## config.mk

```make
export PLATFORM = sky130hd
export DESIGN_NAME = frame_strobe_writer_flat
export DESIGN_NICKNAME = d
export VERILOG_FILES = /design/src/rtl/frame_strobe_writer_if.sv /design/src/rtl/frame_strobe_writer.sv /design/src/flat_wrapper.sv
export SDC_FILE = /design/constraint.sdc
export NUM_CORES = 1
export LEC_CHECK = 0
export CORE_MARGIN = 8
export CORE_UTILIZATION = 43
export DETAILED_ROUTE_END_ITERATION = 7
export DONT_BUFFER_PORTS = 1
export MAX_ROUTING_LAYER = met4
export SLEW_MARGIN = 30
export SYNTH_ARGS = -nofsm -noshare
export SYNTH_HDL_FRONTEND = slang
export SYNTH_SLANG_ARGS = --single-unit
```

## constraint.sdc

```tcl
create_clock -name UserCLK -period 4.9 [get_ports UserCLK]
set_clock_uncertainty 0.05 [all_clocks]
set_input_delay 0.98 -clock UserCLK [delete_from_list [all_inputs] [get_ports UserCLK]]
set_output_delay 0.98 -clock UserCLK [all_outputs]
set_load 0.02 [all_outputs]
```

## src/rtl/frame_strobe_writer_if.sv

```systemverilog
// Configuration word stream into a column frame writer.
// The master drives data/valid and the slave returns ready.
interface frame_strobe_writer_if;
  logic [31:0] cfg_data;
  logic        cfg_valid;
  logic        cfg_ready;

  modport master (output cfg_data, output cfg_valid, input cfg_ready);
  modport slave  (input cfg_data, input cfg_valid, output cfg_ready);
endinterface

```

## src/rtl/frame_strobe_writer.sv

```systemverilog
// Column configuration frame writer: parses header + row words from a stream,
// fills FrameData row by row and then fires one registered one-hot FrameStrobe.
module frame_strobe_writer #(
  parameter int          MaxFramesPerCol = 20,
  parameter int          FrameBitsPerRow = 32,
  parameter int          NumberOfRows    = 16,
  parameter logic [7:0]  ColumnIndex     = 8'd0
) (
  input  logic                                    UserCLK,
  input  logic                                    resetn,
  frame_strobe_writer_if.slave                    cfg,
  output logic [FrameBitsPerRow*NumberOfRows-1:0] FrameData,
  output logic [MaxFramesPerCol-1:0]              FrameStrobe,
  output logic                                    busy,
  output logic                                    frame_done,
  output logic                                    err
);

  typedef enum logic [2:0] {
    IDLE   = 3'd0,
    LOAD   = 3'd1,
    SKIP   = 3'd2,
    SETUP  = 3'd3,
    STROBE = 3'd4,
    HOLD   = 3'd5
  } state_t;

  localparam logic [7:0] LastRow  = 8'(NumberOfRows - 1);
  localparam logic [7:0] SyncWord = 8'hFA;

  state_t                       state_reg, state_next;
  logic [7:0]                   row_cnt_reg, row_cnt_next;
  logic [7:0]                   frame_idx_reg, frame_idx_next;
  logic                         ready_reg, ready_next;
  logic                         busy_reg, busy_next;
  logic                         done_reg, done_next;
  logic                         err_reg, err_next;
  logic [MaxFramesPerCol-1:0]   strobe_reg, strobe_next;
  logic                         row_we;
  logic                         fire;
  logic [7:0]                   hdr_sync, hdr_col, hdr_idx;
  logic                         idx_in_range;

  assign fire          = cfg.cfg_valid & ready_reg;
  assign cfg.cfg_ready = ready_reg;
  assign hdr_sync      = cfg.cfg_data[31:24];
  assign hdr_col       = cfg.cfg_data[23:16];
  assign hdr_idx       = cfg.cfg_data[15:8];
  assign idx_in_range  = ({1'b0, hdr_idx} < 9'(MaxFramesPerCol));

  // State register plus all registered outputs
  always_ff @(posedge UserCLK or negedge resetn) begin
    if (!resetn) begin
      state_reg     <= IDLE;
      row_cnt_reg   <= '0;
      frame_idx_reg <= '0;
      ready_reg     <= 1'b0;
      busy_reg      <= 1'b0;
      done_reg      <= 1'b0;
      err_reg       <= 1'b0;
      strobe_reg    <= '0;
    end else begin
      state_reg     <= state_next;
      row_cnt_reg   <= row_cnt_next;
      frame_idx_reg <= frame_idx_next;
      ready_reg     <= ready_next;
      busy_reg      <= busy_next;
      done_reg      <= done_next;
      err_reg       <= err_next;
      strobe_reg    <= strobe_next;
    end
  end

  // Next-state logic; only IDLE interprets a word as a header
  always_comb begin
    state_next     = state_reg;
    row_cnt_next   = row_cnt_reg;
    frame_idx_next = frame_idx_reg;
    err_next       = 1'b0;
    row_we         = 1'b0;
    unique case (state_reg)
      IDLE: begin
        if (fire) begin
          row_cnt_next = '0;
          if (hdr_sync != SyncWord) begin
            err_next = 1'b1;
          end else if (hdr_col != ColumnIndex) begin
            state_next = SKIP;
          end else if (!idx_in_range) begin
            err_next   = 1'b1;
            state_next = SKIP;
          end else begin
            frame_idx_next = hdr_idx;
            state_next     = LOAD;
          end
        end
      end
      LOAD, SKIP: begin
        if (fire) begin
          row_we = (state_reg == LOAD);
          if (row_cnt_reg == LastRow) begin
            state_next = (state_reg == LOAD) ? SETUP : IDLE;
          end else begin
            row_cnt_next = row_cnt_reg + 8'd1;
          end
        end
      end
      SETUP:   state_next = STROBE;
      STROBE:  state_next = HOLD;
      HOLD:    state_next = IDLE;
      default: state_next = IDLE;
    endcase
  end

  // Output decode from the next state so every output is a flop
  always_comb begin
    ready_next  = (state_next == IDLE) || (state_next == LOAD) || (state_next == SKIP);
    busy_next   = (state_next != IDLE);
    done_next   = (state_next == HOLD);
    strobe_next = '0;
    if (state_next == STROBE) begin
      strobe_next = MaxFramesPerCol'(1) << frame_idx_reg;
    end
  end

  generate
    for (genvar gi = 0; gi < NumberOfRows; gi++) begin : g_row
      logic [FrameBitsPerRow-1:0] row_reg;

      always_ff @(posedge UserCLK or negedge resetn) begin
        if (!resetn) begin
          row_reg <= '0;
        end else if (row_we && (row_cnt_reg == 8'(gi))) begin
          row_reg <= FrameBitsPerRow'(cfg.cfg_data);
        end
      end

      assign FrameData[gi*FrameBitsPerRow +: FrameBitsPerRow] = row_reg;
    end
  endgenerate

  assign FrameStrobe = strobe_reg;
  assign busy        = busy_reg;
  assign frame_done  = done_reg;
  assign err         = err_reg;

endmodule

```

## src/flat_wrapper.sv

```systemverilog
// flat-port wrapper written by rule: the top's interface ports become plain ports
module frame_strobe_writer_flat 
#(
  parameter int          MaxFramesPerCol = 20,
  parameter int          FrameBitsPerRow = 32,
  parameter int          NumberOfRows    = 16,
  parameter logic [7:0]  ColumnIndex     = 8'd0
)
  (UserCLK, resetn, FrameData, FrameStrobe, busy, frame_done, err, cfg_cfg_data, cfg_cfg_valid, cfg_cfg_ready);
  frame_strobe_writer_if cfg_i ();
  input  logic UserCLK;
  input  logic resetn;
  output logic [FrameBitsPerRow*NumberOfRows-1:0] FrameData;
  output logic [MaxFramesPerCol-1:0] FrameStrobe;
  output logic busy;
  output logic frame_done;
  output logic err;
  input wire logic [$bits(cfg_i.cfg_data)-1:0] cfg_cfg_data;
  input wire logic [$bits(cfg_i.cfg_valid)-1:0] cfg_cfg_valid;
  output wire logic [$bits(cfg_i.cfg_ready)-1:0] cfg_cfg_ready;
  assign cfg_i.cfg_data = cfg_cfg_data;
  assign cfg_i.cfg_valid = cfg_cfg_valid;
  assign cfg_cfg_ready = cfg_i.cfg_ready;
  frame_strobe_writer #(.MaxFramesPerCol(MaxFramesPerCol), .FrameBitsPerRow(FrameBitsPerRow), .NumberOfRows(NumberOfRows), .ColumnIndex(ColumnIndex)) u_core (.UserCLK(UserCLK), .resetn(resetn), .cfg(cfg_i), .FrameData(FrameData), .FrameStrobe(FrameStrobe), .busy(busy), .frame_done(frame_done), .err(err));
endmodule
```

**Word level (Yosys, flattened, before mapping)**

Cells that the tools add are included.

- Register bits: 555
- Input bits: 35
- Output and inout port bits: 536
- Logic and storage cells: 104

- Add/subtract/negate cells: 1
- Order comparisons: 1
- Eq/ne operators: 27
- Shift-type cells: 1
- Multiplexer cells: 20
- Bitwise logic cells: 3
- Reduce and logical (&&, ||, !) cells: 27

Operators with widths:

| cell | number |
|---|---|
| 8-bit by 4-bit equality test with 1-bit output, second input constant | 8 |
| 8-bit by 3-bit equality test with 1-bit output, second input constant | 4 |
| 8-bit two-way mux | 3 |
| 20-bit two-way mux | 1 |
| 1-bit by 8-bit << shifter with 20-bit output, first input constant | 1 |
| 8-bit by 2-bit equality test with 1-bit output, second input constant | 2 |
| 1-bit logical AND | 16 |
| 8-bit one-hot mux with 2 select lines | 1 |
| 3-bit two-way mux | 5 |
| 3-bit one-hot mux with 4 select lines | 1 |
| 3-bit by 2-bit equality test with 1-bit output, second input constant | 3 |
| 3-bit equality test, second input constant | 3 |
| 8-bit by 1-bit adder with 8-bit output, second input constant | 1 |
| 8-bit by 1-bit equality test with 1-bit output, second input constant | 1 |
| 8-bit logical NOT | 1 |
| 8-bit by 5-bit less-than comparator with 1-bit output, second input constant | 1 |
| 8-bit != test, second input constant | 1 |
| 8-bit nonzero test | 1 |
| 1-bit two-way mux | 7 |
| 3-bit by 1-bit equality test with 1-bit output, second input constant | 2 |
| 3-bit logical NOT | 2 |
| 5-bit AND reduction | 1 |
| 2-bit two-way mux | 2 |
| 2-bit by 1-bit != test with 1-bit output, second input constant | 2 |
| 8 further kinds | 10 |

**Longest topological paths before layout**

Gate-level depths: netlist of run 1.

- Word-level depth: 9
- Mapped depth: 6

**Worst setup path after synthesis of run 1**

Ideal clock, no wire load.

- Path type: input port to flip-flop
- Start point: in cfg_cfg_valid
- End point: reg u_core.g_row[4].row_reg[10]
- Arrival time: 2378 ps
- Data required time: 4725 ps
- Slack: 2347 ps
- Cell stages on the path: 6
- Path buffers: 2
- Cells stage by stage: and3b_1 -> clkbuf_1 -> nand4b_1 -> nor2_1 -> buf_2 -> mux2_2

- Longest elaborated chain between the ends: 4

RTL lines:

| item | line | RTL |
|---|---|---|
| start, declared | flat_wrapper.sv:19 | `input wire logic [$bits(cfg_i.cfg_valid)-1:0] cfg_cfg_valid;` |
| 1-bit AND | frame_strobe_writer.sv:44 | `assign fire = cfg.cfg_valid & ready_reg;` |
| 1-bit two-way mux | frame_strobe_writer.sv:99 | `if (fire) begin` |
| 1-bit two-way mux | frame_strobe_writer.sv:81 | `unique case (state_reg)` |
| 1-bit logical AND | frame_strobe_writer.sv:133 | `end else if (row_we && (row_cnt_reg == 8'(gi))) begin` |
| end signal, assigned | frame_strobe_writer.sv:134 | `row_reg <= FrameBitsPerRow'(cfg.cfg_data);` |
| end, declared | frame_strobe_writer.sv:128 | `logic [FrameBitsPerRow-1:0] row_reg;` |

Every way passes these cells.
A chain may end at the register's enable or synchronous reset.

**Final worst setup path of run 1**

- Start point: reg u_core.state_reg[2]
- End point: reg u_core.g_row[4].row_reg[30]

- Longest elaborated chain between the ends: 4
- Elaborated cells between the ends (all ways): 6
- Classes of those cells: 2 x eq/ne; 2 x mux; 2 x reduce/logical

RTL lines:

| item | line | RTL |
|---|---|---|
| start, declared | frame_strobe_writer.sv:31 | `state_t state_reg, state_next;` |
| start signal, assigned | frame_strobe_writer.sv:63 | `state_reg <= state_next;` |
| 3-bit by 1-bit equality test with 1-bit output or 3-bit by 2-bit equality test with 1-bit output (tied branches) | frame_strobe_writer.sv:81, frame_strobe_writer.sv:100 |  |
| 1-bit two-way mux or 2-bit OR reduction (tied branches) | frame_strobe_writer.sv:99, frame_strobe_writer.sv:81 |  |
| 1-bit two-way mux (*) | frame_strobe_writer.sv:81 |  |
| 1-bit logical AND (*) | frame_strobe_writer.sv:133 |  |

Mark *: on every way between the ends. The rest lies on a longest branch, timed or not.

==> results of run 1 <==
[logic make-up (layout without fill, tap and decap cells)]
family	after synthesis	count (layout)	synth area share, %
XOR/XNOR	1	1	0.04163
AND/OR/NAND/NOR	114	114	3.092
buffers and inverters	91	125	2.040
flip-flops	555	555	66.00
other	0	1	0
adder cells (fa/ha/maj)	4	4	0.2379
multiplexers	522	522	27.92
AO/OA/AOI/OAI	19	19	0.6660
[worst max-delay path, cell delays in order, from the launching register on]
cell and delay (ns):
dfrtp_1 0.52, and3b_1 0.46, nand4b_1 0.45, nor2_4 0.75, buf_4 0.37, mux2_2 0.37
[synthesized netlist by cell type (2+ instances only)]
library cell  count  share of area, %
nand2b_1          9              0.27
nand4_1           4              0.12
buf_2            34              0.81
clkbuf_1          9              0.16
nor2_1           27              0.48
nand3b_1          3              0.11
or4_4             2              0.11
nand4b_1          2             0.083
nor3_1            8              0.19
o211ai_1          2             0.071
nor2_2            4              0.12
mux2_2          490                26
o21ai_0           4             0.095
nand2_1          21              0.37
or2_2             2             0.059
nor4_4            2              0.20
a21oi_1           3             0.071
nor2b_1           5              0.15
and2_1            2             0.059
nor4_1            9              0.27
dfrtp_1         555                66
mux2_1           29               1.6
o2111ai_1         2             0.083
nand3_1           4             0.095
ha_1              4              0.24
inv_1             4             0.071
or4b_2            2             0.095
a211oi_1          2             0.071
mux2i_1           3              0.14
buf_4            12              0.43
buf_1            32              0.57
[metal layers]
| layer | part of all wire, % | routed length, um |
|---|---|---|
| met4 | 2.5 | 1613 |
| met3 | 11 | 7200 |
| met2 | 49 | 31390 |
| met1 | 38 | 24450 |
| met5 | 0 | 0 |
[cell usage in the layout (no fill, tap or decap), drive strengths merged, types with 2 or more instances in the layout]
cell type  Yosys  final
inv            4      4
nand3          4      4
nand2         21     21
or2            2      2
clkinv         0     17
nand4          4      4
or4            3      3
dfrtp        555    555
ha             4      4
a211oi         2      2
nor3           8      8
nor4          11     11
nand4b         2      2
a21oi          3      3
o311ai         2      2
buf           78     17
nand3b         3      3
clkbuf         9     83
bufinv         0      2
nor2b          5      5
nand2b         9      9
and2           2      2
mux2i          3      3
mux2         519    519
clkinvlp       0      2
or4b           3      3
o21ai          4      4
o2111ai        2      2
nor2          31     31
o211ai         2      2
[path summary, 6_finish.rpt]
check / end / slack, ns / cells past startpoint
min: u_core.g_row[10].row_reg[29] / 0.06 / 0
max in group asynchronous: u_core.frame_idx_reg[7] / 1.97 / 0
min in group UserCLK: u_core.g_row[8].row_reg[3] / 0.45 / 1
min reg2reg: u_core.frame_idx_reg[3] / 0.50 / 1
max reg2reg: u_core.g_row[4].row_reg[30] / 1.80 / 5
max: u_core.g_row[4].row_reg[30] / 1.80 / 5
[power groups by stage]
stage                     Combinational [mW]  Clock [mW]  Sequential [mW]
after floorplan                       0.0531           0             4.68
after global placement                0.0357           0             4.68
after detailed placement              0.0367           0             4.68
after CTS                             0.0369        4.42             4.60
after global routing                  0.0405        4.61             4.60
final                                 0.0365        4.32             4.60
[stage by stage]
step	hold WS (ns)	util, %	cell area (um^2)	instances
after floorplan	0.4396	-	21040	1306
after global placement	0.4638	44.41	21610	1854
after detailed placement	0.4918	44.61	21700	1858
after CTS	0.01386	48.50	23590	1962
after global routing	0.02192	48.50	23590	1962
final	0.06030	48.50	23590	1963
[final cells by class]
class	count	area [um^2]
inverters	4	15.01
multi-input cells	660	6827
diodes	1	2.502
flip-flops and latches	555	13890
repair buffers	17	192.7
well taps	622	778.2
clock buffers	83	1715
clock inverters	21	175.2
fillers	4189	25050
==> summary.md, run 1 <==
| Metric | Value |
|---|---|
| Drt pass-1 iters | 4 |
| CTS root buffer | clkbuf_16 |
| CP Capture Type | register |
| Synth Warn # | 0 |
| Sw frac | approximately 20% |
| Net Switching | approximately 1.8 mW |
| Syn_nets | between 1k and 1.5k |
| Slew @ Worst Pin | between 3 and 4 ns |
| # setup viols final | 0 |
| Final hold vios | 0 |
| Min Tclk post-route | slightly above 3 ns |
| CTS tree | yes |
| Largest register FFs | a little over 500 |
| Syn avg cell area | ~16 um^2 |
| Setup Buffers After CTS | 0 |
| DP Wirelength | around 44 mm |
| Worst-Skew Late Latency | between 0.5 and 0.6 ns |
| Sequential fraction of design power | about half |
| Synth Flop Type | dfrtp_1 |
| Final #Nets | ~1.3k |
| Post-route ant nets | 0 |
| Worst EP arrival | between 3 and 4 ns |
| Post-DR wirelength/cell | 32.94 um |
| Internal power | slightly above 7 mW |
| Core region area | 48650 um^2 |
| Pre-CTS setup slack | approximately 1.4 ns |
| CTS Buf Count | between 50 and 60 |
| Power, Total | 8.959 mW |
| CTS Hold Bufs | 0 |
| Cell variety after synth | 46 |
| # rows | 81 |
| Area delta synth->final | 12.13% |
| Fin crit share | a little under two thirds |
| GR Util met2 | 36.98% |
| Antenna violations before repair | 1 |
| Post-synthesis instance total | 1306 |
| Number of enable flip-flop cells after synthesis | 0 |
| Proportion of layout cells with a drive suffix above 1 | 46.87% |
| GR Layer Usage met3 | around a tenth |
| Port Buffers | 0 |
| Die W | between 200 and 250 um |
| Global route total overflow | 0 |
| Routed WL | 64.66 mm |
| Io pins | approximately 570 |
| RSZ-0062 raised after global routing | false |
| Mapped Area | 21040 um^2 |
| Async SR Flop Fraction | 100.0% |
| Fmax achieved | 322.1 MHz |
| PnR worst setup slack | around 1.8 ns |
| Clock Path Buffers | 3 |
| Power share of the combinational group | less than 1% |
| Violated checks | max-slew violations |
| First-pass GRT wire length | between 90 and 100 mm |
| Critical Path Start Type | register |
| Hold Crit Class | input port to asynchronous set/reset pin |
| Vias per inst | about 5.7 |
| Clk pin slew, worst setup/hold paths | 0.06 ns |
| Setup Crit Path Kind | register to register |
| Static leakage | around 12 nW |
| Area of the die | around 56000 um^2 |
| DRC viols | 0 |
| IR drop worst, VDD | about 0.26 mV |
| Clock power frac | around half |
| Status | complete, but fails checks |
| Met1 usage | between 20% and 30% |
| Vias post-DR | 11.20k |
| Worst r2r src | u_core.state_reg[2] |
| Layer with the highest usage | met2 |
| Critical Path Fanout Max | 20 |
| Sequential area share after synthesis | about two thirds |
| Max-cap violations | 0 |
| Clock Sinks | ~560 |
| Initial Utilization | a little over two fifths |
| Post-CTS Resized | 0 |
| Post-synthesis register bit count | ~560 |
| GP Congestion | just over 0.8 |
| Critical Path RT | approximately 5.3 ns |
| Final max-slew violation count | 489 |
| Slew Limit Headroom | -137.5% |
| Largest net degree at the start of global routing | 556 |
| Gr usage total | ~23% |
| First DRT Iteration DRCs | between 700 and 800 |
| Vias in the first global route | between 10k and 15k |
| Setup crit start | u_core.state_reg[2] |
| Die Height | 237.2 um |
| Pwr dens | 379.7 nW/um^2 |
| CTS HTree Levels | 2 |
| Setup_tns | 0 ns |
Power figures use the tool's default switching activity.
==> inputs of run 2 (changes only) <==
- clock period: 4.9 -> 2.7 ns (I/O delays scaled with it)
==> summary.md, run 2 (synthesis results as in run 1) <==
| Metric | Value |
|---|---|
| Initial Utilization | a little over two fifths |
| Drt pass-1 iters | 6 |
| Post-route ant nets | 0 |
| Setup Crit Path Kind | register to register |
| Clock Path Buffers | 3 |
| Power, Total | 16.30 mW |
| Max-cap violations | 0 |
| Clock Sinks | approximately 560 |
| CTS Buf Count | 57 |
| Worst R2R Path Depth | 5 |
| # setup viols final | 0 |
| Final hold vios | approximately 560 |
| PnR worst setup slack | around 0.36 ns |
| Seq. cell area | roughly 14000 um^2 |
| Setup crit start | u_core.row_cnt_reg[4] |
| Antenna violations before repair | 3 |
| Port Buffers | 0 |
| Placed Cells | between 1.5k and 2k |
| Vias per inst | about 5.7 |
| Commonest non-fill, non-tap cells in the layout | 555 x dfrtp_1, 490 x mux2_2, 58 x clkbuf_16 |
| Final Cell Area | between 20000 and 25000 um^2 |
| Critical Path Fanout Max | 23 |
| Final Util | between 40% and 50% |
| Fmax achieved | between 400 and 500 MHz |
| Die W | about 240 um |
| Setup slack, reg-to-reg | 0.36 ns |
| Pwr dens | roughly 700 nW/um^2 |
| Leading cell type in the layout, fill and taps excluded | dfrtp_1 |
| Static leakage | 12.10 nW |
| Setup_tns | 0 ns |
| Critical R2R Capture | u_core.g_row[8].row_reg[10] |
| Final max-slew violation count | 0 |
| Vias in the first global route | around 12k |
| Io pins | around 570 |
| DRC viols | 0 |
| CTS HTree Levels | 2 |
| Fin crit share | 86.76% |
| Global route total overflow | 0 |
| Placed inst area | ~22000 um^2 |
| Status | complete, but fails checks |
| Finished Layout Cells | 1999 |
| Proportion of layout cells with a drive suffix above 1 | 46.76% |
| Setup Buffers After CTS | 0 |
| DP Wirelength | between 40 and 50 mm |
| Die Height | ~240 um |
| Hold WS | -0.3815 ns |
| # fillers | ~4.1k |
| Largest register FFs | between 500 and 600 |
| Area of the die | around 56000 um^2 |
| Pre-CTS setup slack | around 0.075 ns |
| Violated checks | negative hold slack |
| Post-DR wirelength/cell | 32.00 um |
| CTS root buffer | clkbuf_16 |
| # rows | just over 80 |
| CTS Hold Bufs | 14 |
| Slew Limit Headroom | less than 1% |
| Min Tclk post-route | 2.343 ns |
| Hold Crit Class | input port to asynchronous set/reset pin |
| RSZ-0062 raised after global routing | false |
| Critical path destination | u_core.g_row[8].row_reg[10] |
| Vias post-DR | around 11k |
| Final #Nets | roughly 1.4k |
| Largest net degree at the start of global routing | ~560 |
| Critical Path Start Type | register |
| Area of the multi-input gates | around 6800 um^2 |
| Routed WL | between 60 and 70 mm |
| Worst-Skew Late Latency | a little under 0.6 ns |
| Post-CTS Resized | 0 |
| Worst r2r src | u_core.row_cnt_reg[4] |
| Slew @ Worst Pin | roughly 1.5 ns |
| Core region area | 48650 um^2 |
| Critical Path RT | ~3.1 ns |
| First-pass GRT wire length | 91.60 mm |
| CTS tree | yes |
| Clk pin slew, worst setup/hold paths | 0.06 ns |
| GP Congestion | ~0.8 |
| CP Capture Type | register |
| Area delta synth->final | 13.81% |
| IR drop worst, VDD | 0.4951 mV |
| First DRT Iteration DRCs | a little over 600 |
| Gr usage total | around 23% |
| Worst EP arrival | roughly 2.8 ns |
[run 2: worst min-delay path by stage]
stage,to,slack [ns]
final,u_core.g_row[10].row_reg[29],-0.38
after global placement,u_core.g_row[10].row_reg[29],0.22
after CTS,u_core.g_row[10].row_reg[29],-0.42
after detailed placement,u_core.g_row[10].row_reg[29],0.22
after global routing,u_core.g_row[10].row_reg[29],-0.41
after floorplan,u_core.FrameStrobe[0],0.19
[run 2: worst max-delay path, stage by stage (launching register included)]
cell and delay [ns]:
dfrtp_1 0.45, nor4_4 0.44, nand2_1 0.33, nor2_4 0.19, buf_4 0.37, mux2_2 0.39
[run 2: final cells by class]
| type | count | share of cell area [%] |
|---|---|---|
| multi-input cells | 660 | 28.51 |
| repair buffers | 53 | 2.278 |
| flip-flops and latches | 555 | 58.00 |
| clock inverters | 19 | 0.9144 |
| inverters | 4 | 0.06270 |
| clock buffers | 84 | 6.970 |
| well taps | 622 | 3.250 |
| diodes | 2 | 0.02090 |
[run 2: power breakdown]
part / switching, mW / total [mW] / internal (mW)
combinational: 0.0459 / 0.0888 / 0.0429
sequential: 0.0234 / 8.35 / 8.33
clock: 3.21 / 7.86 / 4.65
total: 3.28 / 16.3 / 13.0
[run 2: metal layers]
| layer | part of all wire, % | GRT usage (%) | up-vias |
|---|---|---|---|
| met2 | 48 | 35.87 | 453 |
| met5 | 0 | - | - |
| met4 | 2.7 | 6.459 | 0 |
| met3 | 11 | 9.878 | 100 |
| li1 | - | - | 4644 |
| met1 | 38 | 26.50 | 6099 |
==> inputs of run 3 (changes only) <==
- BUFFER_PORTS_ARGS: unset -> -buffer_cell sky130_fd_sc_hd__buf_2
- DONT_BUFFER_PORTS: 1 -> unset
- PLACE_DENSITY: unset -> 0.7
==> summary.md, run 3 (synthesis results as in run 1) <==
| Metric | Value |
|---|---|
| Status | finished, final reports clean |
| Routed WL | about 68 mm |
| Commonest non-fill, non-tap cells in the layout | 569 x buf_2, 555 x dfrtp_1, 490 x mux2_2 |
| Internal power | between 10 and 15 mW |
| IR drop worst, VDD | a little under 0.5 mV |
| Setup crit start | u_core.row_cnt_reg[4] |
| Slew @ Worst Pin | approximately 0.62 ns |
| Die W | 237.2 um |
| Fmax achieved | 426.2 MHz |
| Initial Utilization | between 40% and 50% |
| Worst-Skew Late Latency | 0.59 ns |
| Family with the most delay on the worst path | simple AND/OR/NAND/NOR gates |
| Worst EP arrival | between 2 and 3 ns |
| Core region area | between 40000 and 50000 um^2 |
| Pwr dens | 609.1 nW/um^2 |
| Vias per inst | 5.259 |
| First DRT Iteration DRCs | 751 |
| DP Wirelength | ~50 mm |
| Final Cell Area | approximately 27000 um^2 |
| Final max-slew violation count | 0 |
| Min-delay src | cfg_cfg_data[21] |
| Vias in the first global route | between 10k and 15k |
| GP Congestion | between 0.8 and 0.9 |
| Critical Path Fanout Max | 20 |
| Worst R2R Path Depth | 5 |
| Sequential fraction of design power | between 50 and 60% |
| Net Switching | roughly 3.5 mW |
| Final hold vios | 0 |
| Clock Path Buffers | 3 |
| Post-route ant nets | 0 |
| Die Height | around 240 um |
| DRC viols | 0 |
| Slew Limit Headroom | between 50% and 60% |
| Leading cell type in the layout, fill and taps excluded | buf_2 |
| Largest net degree at the start of global routing | ~70 |
| Placed inst area | 25120 um^2 |
| Proportion of layout cells with a drive suffix above 1 | between 60% and 70% |
| # setup viols final | 0 |
| CP Capture Type | register |
| Clock Sinks | about 560 |
| Worst r2r src | u_core.row_cnt_reg[4] |
| Setup_tns | 0 ns |
| Setup slack, reg-to-reg | ~0.35 ns |
| Area of the die | around 56000 um^2 |
| CTS tree | yes |
| Drt pass-1 iters | 4 |
| CP max stage delay | ~0.47 ns |
| Worst path slowest cell | nor4_4 |
| Post-DR wirelength/cell | 26.12 um |
| Critical Path Start Type | register |
| CTS HTree Levels | 2 |
| Port Buffers | 570 |
| Io pins | 571 |
| Worst path cell trace | nor4_4 > nand2_1 > nor2_4 > buf_4 > mux2_2 |
| First-pass GRT wire length | roughly 100 mm |
| Area delta synth->final | 28.08% |
| # rows | about 80 |
| Worst path bufs/invs | 1 |
| CTS root buffer | clkbuf_16 |
| Global route total overflow | 0 |
| Static leakage | approximately 15 nW |
| Post-CTS Resized | 0 |
| Clk pin slew, worst setup/hold paths | around 0.06 ns |
| Critical R2R Capture | u_core.g_row[12].row_reg[17] |
| Setup Crit Path Kind | register to register |
| Fin crit share | 86.91% |
| Max-cap violations | 0 |
| CTS Buf Count | 55 |
| Power share of the combinational group | around 3% |
| RSZ-0062 raised after global routing | false |
| Hold Crit Class | input port to register |
| Critical Path RT | 3.12 ns |
| WHS Endpoint | u_core.err |
| Min Tclk post-route | about 2.3 ns |
| Clock power frac | 46.2% |
| Sw frac | a little over a fifth |
| Gr usage total | 24.16% |
| Final #Nets | 1957 |
| Vias post-DR | ~14k |
| Antenna violations before repair | 3 |
| Worst hold stages | 4 |
| Largest register FFs | approximately 510 |
-- run 3: power by group through the flow --
stage,registers [mW],logic [mW],clock network (mW)
2_1_floorplan,8.50,0.0964,0
3_3_place_gp,8.49,0.492,0
3_5_place_dp,8.49,0.504,0
4_1_cts,8.34,0.506,7.75
5_1_grt,8.33,0.546,8.06
6_report,8.34,0.494,7.58
-- run 3: worst max path at each step --
stage,end,depth (start not counted)
after CTS,u_core.g_row[12].row_reg[17],5
after global placement,u_core.frame_idx_reg[1],7
after floorplan,u_core.g_row[4].row_reg[10],6
final,u_core.g_row[12].row_reg[17],5
after global routing,u_core.g_row[12].row_reg[16],5
after detailed placement,u_core.frame_idx_reg[0],7
-- run 3: repair_timing --
item                                   CTS  global route
setup buffers                            0             0
endpoints found under the hold margin   43             0
hold buffers                             1             0
-- run 3: per-layer routing --
metal | GRT usage [%] | vias up | wire length [um]
met5 | - | - | 0
met4 | 7.433 | 0 | 2063
met3 | 6.902 | 117 | 5058
met2 | 39.61 | 499 | 33270
met1 | 28.85 | 7166 | 27180
li1 | - | 5824 | -
-- run 3: area by class of cell --
class | count | area, um^2
Inverter | 4 | 15.01
Tap cell | 622 | 778.2
Antenna cell | 3 | 7.507
Sequential cell | 555 | 13890
Multi-Input combinational cell | 660 | 6827
Clock buffer | 90 | 1689
Fill cell | 3912 | 21700
Timing Repair Buffer | 642 | 3618
Clock inverter | 11 | 126.4
-- run 3: stage by stage --
stage / total power [mW] / hold slack (ns) / instances / setup WS, ns / util (%)
3_5_place_dp: 8.992 / 0.4192 / 2482 / 0.02508 / 51.63
5_1_grt: 16.94 / 0.3367 / 2587 / 0.2267 / 55.40
4_1_cts: 16.59 / 0.2977 / 2584 / 0.3413 / 55.38
3_3_place_gp: 8.980 / 0.4125 / 2482 / 0.08088 / 51.63
6_report: 16.41 / 0.3474 / 2587 / 0.3534 / 55.40
2_1_floorplan: 8.592 / 0.1944 / 1306 / 0.5873 / -
-- run 3: tightest hold or removal path: stages --
cell and delay [ns]:
buf_2 0.09, nor4_1 0.06, nand3_1 0.15, a21oi_1 0.10
